File: config.mk
export PLATFORM = sky130hd
export DESIGN_NAME = systolic_scheduler
export DESIGN_NICKNAME = d
export VERILOG_FILES = /design/src/rtl/systolic_scheduler.sv
export SDC_FILE = /design/constraint.sdc
export NUM_CORES = 1
export LEC_CHECK = 0
export CORE_ASPECT_RATIO = 0.75
export CORE_MARGIN = 4
export CORE_UTILIZATION = 45
export CTS_CLUSTER_DIAMETER = 100
export DETAILED_ROUTE_END_ITERATION = 16
export GPL_ROUTABILITY_DRIVEN = 0
export PLACE_DENSITY = 0.71
export SYNTH_ARGS = -nofsm -noshare
export SYNTH_HDL_FRONTEND = slang
export SYNTH_SLANG_ARGS = --single-unit
File: constraint.sdc
create_clock -name clk -period 4.7 [get_ports clk]
set_input_delay 0.705 -clock clk [delete_from_list [all_inputs] [get_ports clk]]
set_output_delay 0.705 -clock clk [all_outputs]
set_load 0.05 [all_outputs]
File: src/rtl/systolic_scheduler.sv
// systolic_scheduler
//   Sequences one matrix job on an N x N systolic array: a weight preload
//   phase (bottom weight row first so it shifts furthest), then a compute
//   phase that streams K data rows with one cycle of skew per array row,
//   then a one-cycle done pulse.
//
//   Optional feature: define SCHED_PERF_CNT_EN to build a saturating 32-bit
//   busy-cycle counter on perf_cycles; otherwise perf_cycles is tied to 0.
//
// Ports
//   clk           rising-edge clock
//   reset         asynchronous active-low reset
//   start         one-cycle job request, only looked at in IDLE
//   abort         synchronous cancel, wins over everything else
//   num_vectors   data row count K, latched when start is accepted
//   wt_rd_en      weight buffer read strobe
//   wt_rd_addr    weight buffer row address (decoded from state)
//   data_rd_en    data buffer read strobe
//   data_rd_addr  data buffer row address (decoded from state)
//   load_weight   per-row weight load strobe
//   enable_mult   per-row multiply enable
//   out_valid     per-column result valid
//   busy          high whenever the FSM is not in IDLE
//   done          one-cycle completion pulse
//   perf_cycles   busy-cycle count of the last/current job
//
// State   | meaning
// --------+-----------------------------------------------------------
// IDLE    | waiting for start
// LOAD_W  | N cycles of weight reads, k = N-1 .. 0 on the address
// COMPUTE | K+2N-1 cycles: data feed, skewed multiply, skewed output
// DONE    | single-cycle done pulse, then back to IDLE

module systolic_scheduler #(
    parameter int MATRIX_SIZE = 2,
    parameter int VEC_W       = 16
) (
    input  logic                           clk,
    input  logic                           reset,
    input  logic                           start,
    input  logic                           abort,
    input  logic [VEC_W-1:0]               num_vectors,
    output logic                           wt_rd_en,
    output logic [$clog2(MATRIX_SIZE)-1:0] wt_rd_addr,
    output logic                           data_rd_en,
    output logic [VEC_W-1:0]               data_rd_addr,
    output logic [MATRIX_SIZE-1:0]         load_weight,
    output logic [MATRIX_SIZE-1:0]         enable_mult,
    output logic [MATRIX_SIZE-1:0]         out_valid,
    output logic                           busy,
    output logic                           done,
    output logic [31:0]                    perf_cycles
);

    localparam int N  = MATRIX_SIZE;
    localparam int KW = $clog2(MATRIX_SIZE);
    localparam int TW = VEC_W + 1;   // t must reach K+2N-2 without wrapping
    localparam int XW = VEC_W + 2;   // headroom for window bound sums

    typedef enum logic [1:0] {
        IDLE    = 2'd0,
        LOAD_W  = 2'd1,
        COMPUTE = 2'd2,
        DONE    = 2'd3
    } state_t;

    state_t            state_q, state_d;
    logic [KW-1:0]     k_q, k_d;
    logic [TW-1:0]     t_q, t_d;
    logic [VEC_W-1:0]  kv_q, kv_d;
    logic [TW-1:0]     t_last;

    logic              wt_rd_en_d;
    logic              data_rd_en_d;
    logic [N-1:0]      load_weight_d;
    logic [N-1:0]      enable_mult_d;
    logic [N-1:0]      out_valid_d;
    logic              busy_d;
    logic              done_d;

    assign t_last = {1'b0, kv_q} + TW'(2 * N - 2);

    always_ff @(posedge clk or negedge reset) begin
        if (!reset) begin
            state_q <= IDLE;
            k_q     <= '0;
            t_q     <= '0;
            kv_q    <= '0;
        end else begin
            state_q <= state_d;
            k_q     <= k_d;
            t_q     <= t_d;
            kv_q    <= kv_d;
        end
    end

    always_comb begin
        state_d = state_q;
        k_d     = k_q;
        t_d     = t_q;
        kv_d    = kv_q;
        if (abort) begin
            state_d = IDLE;
            k_d     = '0;
            t_d     = '0;
            kv_d    = '0;
        end else begin
            case (state_q)
                IDLE: begin
                    if (start) begin
                        state_d = LOAD_W;
                        k_d     = '0;
                        t_d     = '0;
                        kv_d    = num_vectors;
                    end
                end
                LOAD_W: begin
                    if (k_q == KW'(N - 1)) begin
                        k_d     = '0;
                        t_d     = '0;
                        state_d = (kv_q == '0) ? DONE : COMPUTE;
                    end else begin
                        k_d = k_q + KW'(1);
                    end
                end
                COMPUTE: begin
                    if (t_q == t_last) begin
                        t_d     = '0;
                        state_d = DONE;
                    end else begin
                        t_d = t_q + TW'(1);
                    end
                end
                DONE: begin
                    state_d = IDLE;
                end
                default: begin
                    state_d = IDLE;
                end
            endcase
        end
    end

    // Strobes are registered, so they are decoded from the next state and
    // next counters; that keeps them cycle-aligned with the registered state.
    always_comb begin
        logic [XW-1:0] tx;
        logic [XW-1:0] kx;
        wt_rd_en_d    = 1'b0;
        data_rd_en_d  = 1'b0;
        load_weight_d = '0;
        enable_mult_d = '0;
        out_valid_d   = '0;
        tx            = {1'b0, t_d};
        kx            = {2'b00, kv_d};
        case (state_d)
            LOAD_W: begin
                wt_rd_en_d    = 1'b1;
                load_weight_d = '1;
            end
            COMPUTE: begin
                data_rd_en_d = (tx < kx);
                for (int i = 0; i < N; i++) begin
                    enable_mult_d[i] = (tx >= XW'(i)) && (tx < XW'(i) + kx);
                    out_valid_d[i]   = (tx >= XW'(N + i)) && (tx < XW'(N + i) + kx);
                end
            end
            default: begin
            end
        endcase
        busy_d = (state_d != IDLE);
        done_d = (state_d == DONE);
    end

    always_ff @(posedge clk or negedge reset) begin
        if (!reset) begin
            wt_rd_en    <= 1'b0;
            data_rd_en  <= 1'b0;
            load_weight <= '0;
            enable_mult <= '0;
            out_valid   <= '0;
            busy        <= 1'b0;
            done        <= 1'b0;
        end else begin
            wt_rd_en    <= wt_rd_en_d;
            data_rd_en  <= data_rd_en_d;
            load_weight <= load_weight_d;
            enable_mult <= enable_mult_d;
            out_valid   <= out_valid_d;
            busy        <= busy_d;
            done        <= done_d;
        end
    end

    // Addresses are pure decodes of registered state; parked at 0 when idle.
    assign wt_rd_addr = (state_q == LOAD_W) ? (KW'(N - 1) - k_q) : '0;

    always_comb begin
        data_rd_addr = '0;
        if (state_q == COMPUTE) begin
            if (t_q < {1'b0, kv_q}) begin
                data_rd_addr = t_q[VEC_W-1:0];
            end else begin
                data_rd_addr = kv_q - VEC_W'(1);
            end
        end
    end

`ifdef SCHED_PERF_CNT_EN
    logic [31:0] perf_q;
    logic        start_ok;

    assign start_ok = (state_q == IDLE) && start && !abort;

    always_ff @(posedge clk or negedge reset) begin
        if (!reset) begin
            perf_q <= '0;
        end else if (start_ok) begin
            perf_q <= '0;
        end else if (busy && (perf_q != 32'hFFFF_FFFF)) begin
            perf_q <= perf_q + 32'd1;
        end
    end

    assign perf_cycles = perf_q;
`else
    assign perf_cycles = '0;
`endif

endmodule

Yosys cells after proc, flatten, opt, wreduce, memory -nomap -nowiden
Cells that the tools add are included.
{ "totals": {"reg_bits": 46, "output_inout_bits": 59, "word_cells": 69} }
{ "op_classes": {"addsub": 8, "mux": 26, "n_reduce_logical": 8, "order_cmp": 8, "eq_ne": 8} }
{ "op_table": {"columns": ["op", "n"], "rows": [
  ["$mux W16", 5],
  ["$mux W17", 4],
  ["$lt A17 B17 Y1", 3],
  ["$pmux W17 S3", 1],
  ["$add A2 B16 Y17 const A", 2],
  ["$ge A17 B2 Y1 const B", 2],
  ["$lt A17 B16 Y1", 2],
  ["$add A1 B16 Y17 const A", 1],
  ["$add A16 B2 Y17 const B", 1],
  ["$add A17 B1 Y17 const B", 1],
  ["$eq A17 B17 Y1", 1],
  ["$ge A17 B1 Y1 const B", 1],
  ["$logic_not A16 Y1", 1],
  ["$sub A16 B1 Y16 const B", 1],
  ["$mux W2", 7],
  ["$eq A2 B2 Y1 const B", 4],
  ["$pmux W2 S4", 1],
  ["$mux W1", 7],
  ["$eq A2 B1 Y1 const B", 2],
  ["$logic_and A1 B1 Y1", 3],
  ["$ne A3 B3 Y1 const B", 1],
  ["$reduce_bool A3 Y1", 1],
  ["$logic_not A2 Y1", 1],
  ["$pmux W1 S2", 1],
  ["4 further kinds", 4]
]} }

Longest topological paths before layout
Gate-level depths: netlist (run 1).
{ "depth": {"ltp_word": 8, "mapped_depth": 24} }

Worst setup path after synthesis (run 1)
No wires, ideal clock.
{ "synth_path": {"path_kind": "input port to flip-flop", "startpoint": "input start", "endpoint": "register out_valid[1]", "required_ps": 4589, "slack_ps": 25, "t_arrival_ps": 4564, "cell_stages": 21, "setup_time_ps": 111, "path_buffers": 3, "path_cell_list": "nor3b_2 -> buf_2 -> buf_2 -> a21oi_1 -> nor2_1 -> ha_1 -> clkbuf_1 -> a21oi_1 -> nand2b_1 -> or2_2 -> nor2_1 -> xnor2_1 -> ha_1 -> a21o_1 -> a21o_1 -> a21o_1 -> a21oi_1 -> nor2b_1 -> o21ai_0 -> nand3_1 -> a2111oi_2"} }
{ "synth_between": {"elab_chain_len": 7, "word_cells_on_any_way": 15, "classes_between": "1 x add/sub; 2 x order compare; 1 x eq/ne; 10 x mux; 1 x reduce/logical"} }
{ "synth_rtl": {"columns": ["element", "line", "text"], "rows": [
  ["start, declared", "40", "input logic start,"],
  ["$mux W16", "110", "if (start) begin"],
  ["$mux W16", "108", "case (state_q)"],
  ["$mux W16", "102", "if (abort) begin"],
  ["via kv_d[2]", "70", "logic [VEC_W-1:0] kv_q, kv_d;"],
  ["$add A2 B16 Y17", "165", "out_valid_d[i] = (tx >= XW'(N + i)) && (tx < XW'(N + i) + kx);"],
  ["$lt A17 B17 Y1", "165", null],
  ["$logic_and A1 B1 Y1", "165", null],
  ["$mux W2", "156", "case (state_d)"],
  ["via out_valid_d[1]", "77", "logic [N-1:0] out_valid_d;"],
  ["end signal, assigned", "189", "out_valid <= out_valid_d;"],
  ["end, declared", "49", "output logic [MATRIX_SIZE-1:0] out_valid,"]
]} }
The timed path passes the listed nets, and every way through them passes these cells.
A chain may end at the register's enable or synchronous reset.

Worst setup path in the final report (run 1)
{ "layout_path": {"startpoint": "register kv_q[1]", "endpoint": "output data_rd_addr[0]"} }
{ "layout_between": {"elab_chain_len": 3} }
{ "layout_rtl": {"columns": ["element", "line", "text"], "rows": [
  ["start, declared", "70", null],
  ["start signal, assigned", "93", "kv_q <= kv_d;"],
  ["$lt A17 B16 Y1", "201", "if (t_q < {1'b0, kv_q}) begin"],
  ["$mux W16", "201", null],
  ["$mux W16", "200", "if (state_q == COMPUTE) begin"],
  ["end, declared", "46", "output logic [VEC_W-1:0] data_rd_addr,"]
]} }
No other way between the ends.

==> results of run 1 <==
## how the worst max path moves through the flow
stage / slack, ns / depth (start not counted) / start / endpoint
floorplan: 0.02 / 21 / start / out_valid[1]
global placement: -0.15 / 20 / start / enable_mult[1]
detailed placement: -0.29 / 19 / start / out_valid[1]
CTS: 0.06 / 19 / kv_q[5] / data_rd_en
global route: -0.03 / 22 / kv_q[2] / out_valid[1]
finish: 0.18 / 13 / kv_q[1] / data_rd_addr[0]
## cell usage after synthesis (all sizes together) (9+ instances only)
master	instances	share of area, %
nor2	91	5.7
and3	9	0.93
clkbuf	30	1.9
nand4	27	2.8
xor2	13	1.9
nor3	13	1.1
nand3	26	2.2
a21o	29	3.6
buf	45	5.2
inv	42	2.6
o21ai	26	2.1
dfrtp	43	18
ha	88	18
nand2	46	2.8
xnor2	65	9.4
a21oi	51	4.2
nor4	11	1.1
nor2b	14	1.4
a211oi	22	2.7
## state kept, by name, indices dropped and copies added, names as in the netlist
signal,count
t_q,17
kv_q,16
out_valid,2
state_q,2
busy,1
data_rd_en,1
done,1
enable_mult,1
k_q,1
load_weight,1
## critical path: stages (launching register included)
cell	delay, ns
dfrtp_2	0.42
inv_2	0.06
buf_4	0.15
ha_1	0.28
nor2b_1	0.13
o21a_1	0.16
o21a_1	0.16
o21a_1	0.17
o21a_1	0.20
o2111ai_1	0.26
a31oi_2	0.12
buf_4	0.26
a211oi_1	0.28
clkdlybuf4s50_1	0.86
## cells by family (layout without fill, tap and decap cells)
| kind of cell | count (synthesis) | in the layout |
|---|---|---|
| flops | 43 | 43 |
| simple gates | 284 | 285 |
| mux | 3 | 3 |
| xor+xnor | 78 | 78 |
| compound gates | 172 | 172 |
| other cells | 1 | 32 |
| buf+inv | 117 | 195 |
| fa+ha+maj | 88 | 88 |
## metal layers
metal	wire length [µm]	GRT usage, %	vias up
li1	-	-	2960
met5	0	0	-
met1	9360	39.3	2863
met4	334	4.59	0
met3	2400	6.49	30
met2	8440	37.3	364
## final cells by class
class	instances	share of cell area, %
Clock buffer	5	1.66
Clock inverter	1	0.0998
Inverter	42	2.10
Multi-Input combinational cell	658	62.5
Sequential cell	43	14.4
Tap cell	171	2.85
Timing Repair Buffer	147	16.4
## what timing repair did
action,4_1_cts,5_1_grt
gates resized for setup,4,42
gates cloned,1,0
pin swaps,0,6
setup endpoints to repair,3,4
setup buffers,1,4
## power breakdown
part | internal (µW) | leakage (µW) | switching [µW]
clock network | 191 | 0.0000618 | 155
logic | 187 | 0.00275 | 319
registers | 383 | 0.000581 | 26.4
total | 762 | 0.00339 | 500
## cells in the final DEF (no fill, tap or decap), drive strengths merged, types with 3 or more instances in the layout
master	instances
a211o	4
nor2b	14
conb	32
nor4	11
o21ai	26
xnor2	65
xor2	13
nand3	26
o211ai	5
a21o	29
inv	42
dfrtp	43
a21oi	51
and4	4
a41o	3
nand2	46
nor3b	3
mux2i	3
or3	7
and3	9
clkbuf	5
nand4	27
nor3	13
or2	5
ha	88
nand2b	7
clkdlybuf4s50	44
or4	7
buf	102
a211oi	22
nor2	91
a31oi	6
o21a	6
## stage by stage
stage	power [µW]	hold WS, ns
6_report	1260	0.599
5_1_grt	1320	0.677
4_1_cts	1240	0.649
3_5_place_dp	888	0.645
3_3_place_gp	884	0.618
2_1_floorplan	752	0.409
==> metrics, run 1 <==
f_max=221 MHz; synthesized-area fraction occupied by and/or/nand/nor cells=24.2%; clock latency on the worst-skew pair=0.29 ns; Seq/Total Area, Yosys=17.7%; largest net degree at the start of global routing=44; power density over the cells=168 nW/µm²; multi-input gate area in the final layout=4700 µm²; post-synthesis async set-or-reset flop share=100%; IO buf count=46; Register Area=1080 µm²; number of ports placed on the die boundary=79; placement-stage cell area=7170 µm²; share of the synthesized area in compound gates (AO/OA/AOI/OAI)=18.6%; Inst Count DP=1,055; number of flops mapped to enable cells by yosys=0; multiplexer share of the synthesized area=0.494%; wirelength, routed=20,500 µm; max capacitance violation total=0; area growth from synthesis to layout=23.6%; max-slew violations=0; endpoint arrival time on the critical path=3.81 ns; destination of the worst register-to-register timing path=out_valid[1]; Synth Area in Adders=18.1%; placeable core region=13,100 µm²; number of non-filler instances in the completed layout=1,067; via total after detailed routing=6,217; crit path capture type=primary output; source of the worst register-to-register timing path=kv_q[1]; final setup skew=0.0121 ns; type of the worst min-delay path=in2async; Post-Route Setup TNS=0 ns; most common flop cell mapped by yosys=dfrtp_1; count of nets left with antenna violations after detail routing=0; clock tree root buffer cell=clkbuf_16; pre-CTS worst setup slack=-0.289 ns; cell count after synthesis=786; YS warnings=0; DRC=0; post-CTS clock slew at the launch and capture registers of the worst setup and hold paths=0.07 ns; setup ws final=0.182 ns; core occupancy in the finished layout=57.4%; fillcell total=1,222; total CTS buffers=5; maximum level of the CTS H-tree=2; parity-gate share of the synthesized area counting xor and xnor cells=11.2%; final non-filler cell area=7520 µm²; wire length of the first global-routing pass=31,500 µm; Clock Sink Count=43; initial standard-cell utilization of the core=46.4%; number of antenna violations at the first check in global routing=0; syn_area_per_cell=7.74 µm²; required time at the worst-slack endpoint=3.99 ns; worst slew slack as a fraction of its limit=28.3%; Mapped Area=6080 µm²; # diodes=0; via count of the first global-routing pass=5,793; chip width=142 µm; count of hold-fix buffers inserted at cts=0; Routed WL per cell=19.2 µm; number of nets in the layout=1,005; Synth cell types=64; startpoint type of the worst setup path=flop; TritonRoute pass-1 iters=5; worst vdd ir=150 µV; status=completed; #FFs+latches synth=43; WS Path Type=reg2out; first-iteration detailed-routing DRC count=655; count of final setup violators=0; highest net fanout along the worst path=31; ratio of final minimum period to clock period=96.1%; global-route total usage across every layer=25.9%; Die H=109 µm; setup slack of the most critical reg-to-reg path=0.29 ns; number of cells on the worst reg-to-reg path=22; sum of net half-perimeters after detailed placement=16,200 µm; DIE AREA=15,500 µm²; Least-Margin Pin Slew=1.08 ns; global-route congestion overflow total=0; FP Rows=36; leakage component of the power=0.00339 µW; fraction of layout cells with a size suffix above 1=17.6%; main combinational cell family by area after synthesis=simple AND/OR/NAND/NOR gates; post-detailed-route via-to-cell ratio=5.83; deepest clock path buffer count=2; number of endpoints with negative hold slack in the final report=0; TritonCTS clock tree=yes; time the final worst path needs with I/O delays and setup=4.52 ns
No activity file was read; power rests on OpenSTA's default activity.
==> inputs of run 2 (changes only) <==
==> constraint.sdc (replaced) <==
create_clock -name clk -period 4.7 [get_ports clk]
set_input_delay 0.705 -clock clk [delete_from_list [all_inputs] [get_ports clk]]
set_output_delay 0.705 -clock clk [all_outputs]
set_load 0.005 [all_outputs]
==> run 2 against run 1 <==
Effect of this change: combinational power shrank 13%; cell area about the same; largest power group unchanged; clock skew down 0.0031 ns; maximum frequency grew 0.81%; cell count is 0.37% higher; sequential cell count stayed put; die area is the same; critical endpoint is now out_valid[0]; register-to-register slack lost 0.07 ns; power shrank 3.6%.
==> metrics, run 2 (synthesis gave the netlist of run 1 again) <==
Routed WL per cell=18.8 µm (was 19.2 µm); ratio of final minimum period to clock period=95.4% (was 96.1%); cells along the critical path=inv_2 > ha_1 > xnor2_1 > o2111ai_2 > a211oi_2 > buf_4 > nand4_1 > nor4b_4 > buf_4 > nand2b_4 > or3_1 > o21ai_1 > ha_1 > a21o_1 > a21o_1 > a21o_1 > a21o_1 > a21oi_1 > nor2_1 > or3_1 > a211oi_1 (was inv_2 > buf_4 > ha_1 > nor2b_1 > o21a_1 > o21a_1 > o21a_1 > o21a_1 > o2111ai_1 > a31oi_2 > buf_4 > a211oi_1 > clkdlybuf4s50_1); via count of the first global-routing pass=5,771 (was 5,793); post-CTS clock slew at the launch and capture registers of the worst setup and hold paths=0.07 ns (about the same); time the final worst path needs with I/O delays and setup=4.48 ns (was 4.52 ns); setup ws final=0.218 ns (was 0.182 ns); TritonRoute pass-1 iters=5 (unchanged); number of endpoints with negative hold slack in the final report=0 (unchanged); Largest register FFs=17 (unchanged); clock tree root buffer cell=clkbuf_16 (unchanged); WS Path Type=reg2reg (was reg2out); f_max=223 MHz (was 221 MHz); Post-Route Setup TNS=0 ns (unchanged); wirelength, routed=20,200 µm (was 20,500 µm); maximum level of the CTS H-tree=2 (unchanged); # diodes=0 (unchanged); switching pwr=427 µW (was 500 µW); slowest stage cell, crit path=dfrtp_1 (was clkdlybuf4s50_1); commonest cells after routing, fill and taps aside=101 x buf_4, 88 x nor2_1, 86 x ha_1 (was 99 x buf_4, 87 x ha_1, 85 x nor2_1); area growth from synthesis to layout=23.6% (about the same); worst vdd ir=157 µV (was 150 µV); total CTS buffers=5 (unchanged); design internal power=790 µW (was 762 µW); final setup skew=0.00905 ns (was 0.0121 ns); first-iteration detailed-routing DRC count=737 (was 655); global-route congestion overflow total=0 (unchanged); highest net fanout along the worst path=7 (was 31); wire length of the first global-routing pass=31,200 µm (was 31,500 µm); fraction of power spent switching nets=35.1% (was 39.6%); final non-filler cell area=7520 µm² (about the same); leakage component of the power=0.00341 µW (was 0.00339 µW); number of nets in the layout=1,007 (was 1,005); largest registers=t_q (17), kv_q (16) (unchanged); register with the most flip-flops=t_q (unchanged); status=completed (unchanged); Least-Margin Pin Slew=0.757 ns (was 1.08 ns); IO buf count=46 (unchanged); most common library cell in the layout ignoring fill and taps=buf_4 (unchanged); max capacitance violation total=0 (unchanged); chip width=142 µm (unchanged); core occupancy in the finished layout=57.4% (about the same); FP Rows=36 (unchanged); Clock Sink Count=43 (unchanged); number of ports placed on the die boundary=79 (unchanged); DIE AREA=15,500 µm² (unchanged); largest net degree at the start of global routing=44 (unchanged); endpoint arrival time on the critical path=4.68 ns (was 3.81 ns); TritonCTS clock tree=yes (unchanged); Die H=109 µm (unchanged); startpoint type of the worst setup path=flop (unchanged); DRC=0 (unchanged); deepest clock path buffer count=2 (unchanged); type of the worst min-delay path=in2async (unchanged); largest stage delay on the critical path=0.40 ns (was 0.86 ns); max-slew violations=0 (unchanged); count of final setup violators=0 (unchanged); number of antenna violations at the first check in global routing=0 (unchanged); global-route total usage across every layer=25.7% (was 25.9%); initial standard-cell utilization of the core=46.4% (unchanged); Hold Slack=0.506 ns (was 0.599 ns); sum of net half-perimeters after detailed placement=16,200 µm (about the same); clock latency on the worst-skew pair=0.29 ns (about the same); worst slew slack as a fraction of its limit=49.0% (was 28.3%); proportion of power drawn by flip-flops and latches=33.2% (was 32.4%); count of hold-fix buffers inserted at cts=0 (unchanged); crit path capture type=flop (was primary output); placeable core region=13,100 µm² (unchanged); most used cell along the critical path=a21o_1 (was o21a_1); power density over the cells=162 nW/µm² (was 168 nW/µm²); setup slack of the most critical reg-to-reg path=0.22 ns (was 0.29 ns); placement-stage cell area=7230 µm² (was 7170 µm²); count of nets left with antenna violations after detail routing=0 (unchanged); relative contribution of the clock network to total power=30.6% (was 27.4%); fraction of layout cells with a size suffix above 1=16.7% (was 17.6%); pre-CTS worst setup slack=-0.194 ns (was -0.289 ns); required time at the worst-slack endpoint=4.90 ns (was 3.99 ns); power share of the combinational group=36.3% (was 40.1%); via total after detailed routing=6,174 (was 6,217); post-detailed-route via-to-cell ratio=5.76 (was 5.83)
-- run 2: final cells by class --
cell class,instances,area [µm²]
fill,1201,5590
multi-input combinational,657,4640
timing repair buffer,150,1270
sequential,43,1080
tap,171,214
inverter,42,158
clock buffer,7,143
clock inverter,1,8.76
-- run 2: stage by stage --
stage                     cells  power [µW]
after floorplan             817         680
after detailed placement   1060         827
after global routing       1071        1280
after global placement     1060         822
final                      1071        1220
after CTS                  1068        1200
-- run 2: critical path, delay by kind of cell, from the launching register on --
kind | cells | cell delay, ns
compound gates | 9 | 1.58
simple gates | 6 | 1.12
fa+ha+maj | 2 | 0.64
buf+inv | 3 | 0.47
flops | 1 | 0.40
xor+xnor | 1 | 0.16
-- run 2: path summary, 6_finish.rpt --
kind	startpoint	end	cells past startpoint
setup / recovery	kv_q[1]	out_valid[0]	21
hold / removal	reset	t_q[8]	2
min in group clk	k_q	k_q	3
max in group asynchronous	reset	out_valid[1]	2
setup reg to reg	kv_q[1]	out_valid[0]	21
hold reg to reg	k_q	k_q	3
-- run 2: metal layers --
layer  vias to the layer above  GRT usage (%)  wire [µm]
met3                        25           5.61       2130
met5                         -              0          0
met1                      2877           38.8       9260
met2                       293           38.2       8560
met4                         0           3.70        219
li1                       2979              -          -
-- run 2: repair_timing --
action | in CTS | in global routing
setup buffers | 0 | 3
resized for setup | 0 | 32
endpoints found under the setup margin | 0 | 4
hold endpoints to repair | 0 | 0
-- run 2: power groups by stage --
stage	Combinational [µW]	Sequential [µW]	Clock, µW
2_1_floorplan	282	398	0
3_3_place_gp	413	410	0
3_5_place_dp	417	410	0
4_1_cts	421	403	375
5_1_grt	485	406	390
6_report	441	404	372
==> inputs of run 3 (changes only) <==
Settings changed: CORE_ASPECT_RATIO 0.75 to not set.
==> run 3 against run 2 <==
Effect of this change: clock power is 10% higher; hold slack improved by 0.075 ns; cell area is 0.30% lower; combinational power down 3%; clock skew decreased by 0.0021 ns; sequential power about the same; critical endpoint is now out_valid[1].
==> metrics, run 3 (synthesis gave the netlist of run 1 again) <==
Clock Sink Count=43 (unchanged); worst slew slack as a fraction of its limit=33.2% (was 49.0%); M1 GR Usage=34.0% (was 38.8%); highest net fanout along the worst path=6 (was 7); largest stage delay on the critical path=0.49 ns (was 0.40 ns); fillcell total=1,248 (was 1,201); largest registers=t_q (17), kv_q (16) (unchanged); wire length of the first global-routing pass=30,500 µm (was 31,200 µm); max-slew violations=0 (unchanged); cells along the critical path=clkdlybuf4s50_1 > nor3b_4 > buf_12 > a21oi_1 > or2_2 > buf_4 > ha_1 > a21oi_1 > nand2b_4 > or2_2 > nor2_2 > xnor2_1 > ha_1 > a21o_1 > a21o_1 > a21o_1 > a21oi_1 > nor2b_1 > o21ai_0 > nand3_1 > a2111oi_2 (was inv_2 > ha_1 > xnor2_1 > o2111ai_2 > a211oi_2 > buf_4 > nand4_1 > nor4b_4 > buf_4 > nand2b_4 > or3_1 > o21ai_1 > ha_1 > a21o_1 > a21o_1 > a21o_1 > a21o_1 > a21oi_1 > nor2_1 > or3_1 > a211oi_1); ratio of final minimum period to clock period=96.5% (was 95.4%); startpoint type of the worst setup path=input port (was flop); final setup skew=0.00690 ns (was 0.00905 ns); commonest cells after routing, fill and taps aside=101 x buf_4, 88 x nor2_1, 87 x ha_1 (was 101 x buf_4, 88 x nor2_1, 86 x ha_1); worst vdd ir=131 µV (was 157 µV); number of antenna violations at the first check in global routing=0 (unchanged); total buffers and inverters traversed by the critical path=3 (unchanged); number of nets in the layout=1,006 (was 1,007); met3 routing resource usage after global routing=1.97% (was 5.61%); power density over the cells=165 nW/µm² (was 162 nW/µm²); first-iteration detailed-routing DRC count=664 (was 737); fraction of layout cells with a size suffix above 1=16.1% (was 16.7%); pre-CTS worst setup slack=-0.135 ns (was -0.194 ns); count of final setup violators=0 (unchanged); initial standard-cell utilization of the core=45.9% (was 46.4%); status=completed (unchanged); post-detailed-route via-to-cell ratio=5.71 (was 5.76); post-CTS clock slew at the launch and capture registers of the worst setup and hold paths=0.06 ns (was 0.07 ns); crit path capture type=flop (unchanged); # diodes=0 (unchanged); routing usage on met2=39.3% (was 38.2%); Register Area=1080 µm² (about the same); maximum level of the CTS H-tree=2 (unchanged); chip width=124 µm (was 142 µm); Largest register FFs=17 (unchanged); via total after detailed routing=6,142 (was 6,174); TritonCTS clock tree=yes (unchanged); Die H=124 µm (was 109 µm); count of nets left with antenna violations after detail routing=0 (unchanged); DIE AREA=15,400 µm² (was 15,500 µm²); busiest grt layer=met2 (was met1); Post-Route Setup TNS=0 ns (unchanged); IO buf count=46 (unchanged); unrepaired setup endpoints after global routing=true; required time at the worst-slack endpoint=4.86 ns (was 4.90 ns); TritonRoute pass-1 iters=5 (unchanged); clock tree root buffer cell=clkbuf_16 (unchanged); WS Path Type=in2reg (was reg2reg); max capacitance violation total=0 (unchanged); wirelength, routed=19,300 µm (was 20,200 µm); source of the worst register-to-register timing path=kv_q[1] (unchanged); DRC=0 (unchanged); core occupancy in the finished layout=56.6% (was 57.4%); type of the worst min-delay path=in2async (unchanged); deepest clock path buffer count=2 (unchanged); area growth from synthesis to layout=23.2% (was 23.6%); largest net degree at the start of global routing=44 (unchanged); time the final worst path needs with I/O delays and setup=4.53 ns (was 4.48 ns); FP Rows=42 (was 36); count of hold-fix buffers inserted at cts=0 (unchanged); slowest stage cell, crit path=clkdlybuf4s50_1 (was dfrtp_1); total CTS buffers=5 (unchanged); endpoint arrival time on the critical path=4.70 ns (was 4.68 ns); Least-Margin Pin Slew=1.00 ns (was 0.757 ns); setup ws final=0.166 ns (was 0.218 ns); placeable core region=13,200 µm² (was 13,100 µm²); sum of net half-perimeters after detailed placement=15,700 µm (was 16,200 µm); register with the most flip-flops=t_q (unchanged); most common library cell in the layout ignoring fill and taps=buf_4 (unchanged); Routed WL per cell=18.0 µm (was 18.8 µm); clock latency on the worst-skew pair=0.29 ns (about the same); CP delay by family, top=compound AO/OA/AOI/OAI gates (unchanged); f_max=221 MHz (was 223 MHz); multi-input gate area in the final layout=4620 µm² (was 4640 µm²); number of endpoints with negative hold slack in the final report=0 (unchanged); number of ports placed on the die boundary=79 (unchanged); global-route total usage across every layer=24.2% (was 25.7%); via count of the first global-routing pass=5,701 (was 5,771); critical path launch point=start (was kv_q[1]); global-route congestion overflow total=0 (unchanged); leakage component of the power=0.00341 µW (about the same)
==> run 3: layout make-up <==
cell class | count | area share (%)
Multi-Input combinational cell | 657 | 61.6
Timing Repair Buffer | 149 | 16.7
Sequential cell | 43 | 14.4
Tap cell | 176 | 2.94
Inverter | 42 | 2.10
Clock buffer | 5 | 1.67
Clock inverter | 3 | 0.584
==> run 3: through the flow <==
step | instances | instance area, µm² | power (µW) | hold WS (ns)
finish | 1075 | 7490 | 1240 | 0.581
global route | 1075 | 7490 | 1300 | 0.648
CTS | 1071 | 7380 | 1230 | 0.606
detailed placement | 1063 | 7210 | 819 | 0.657
global placement | 1063 | 7210 | 814 | 0.641
floorplan | 817 | 6200 | 680 | 0.409
==> run 3: per-layer routing <==
layer	vias to the layer above	routed length, µm	share of wire (%)
li1	2965	-	-
met1	2859	8560	44
met2	260	8800	46
met3	58	1240	6.4
met4	0	710	3.7
met5	-	0	0
==> run 3: power by group <==
group	switching [µW]	internal, µW	total (µW)
Combinational	237	189	426
Sequential	19.4	383	402
Clock	159	251	410
Total	416	822	1240
==> run 3: path summary, 6_finish.rpt <==
check	endpoint	slack [ns]	cells after the start
hold / removal	t_q[3]	0.58	1
hold reg to reg	k_q	0.66	3
setup reg to reg	out_valid[1]	0.21	20
setup / recovery	out_valid[1]	0.17	21
min in group clk	k_q	0.66	3
max in group asynchronous	kv_q[8]	3.43	1
==> run 3: what timing repair did <==
action                                  CTS  global route
resized for setup                         0            21
hold endpoints to repair                  0             0
buffers inserted                          0             4
endpoints found under the setup margin    0             4
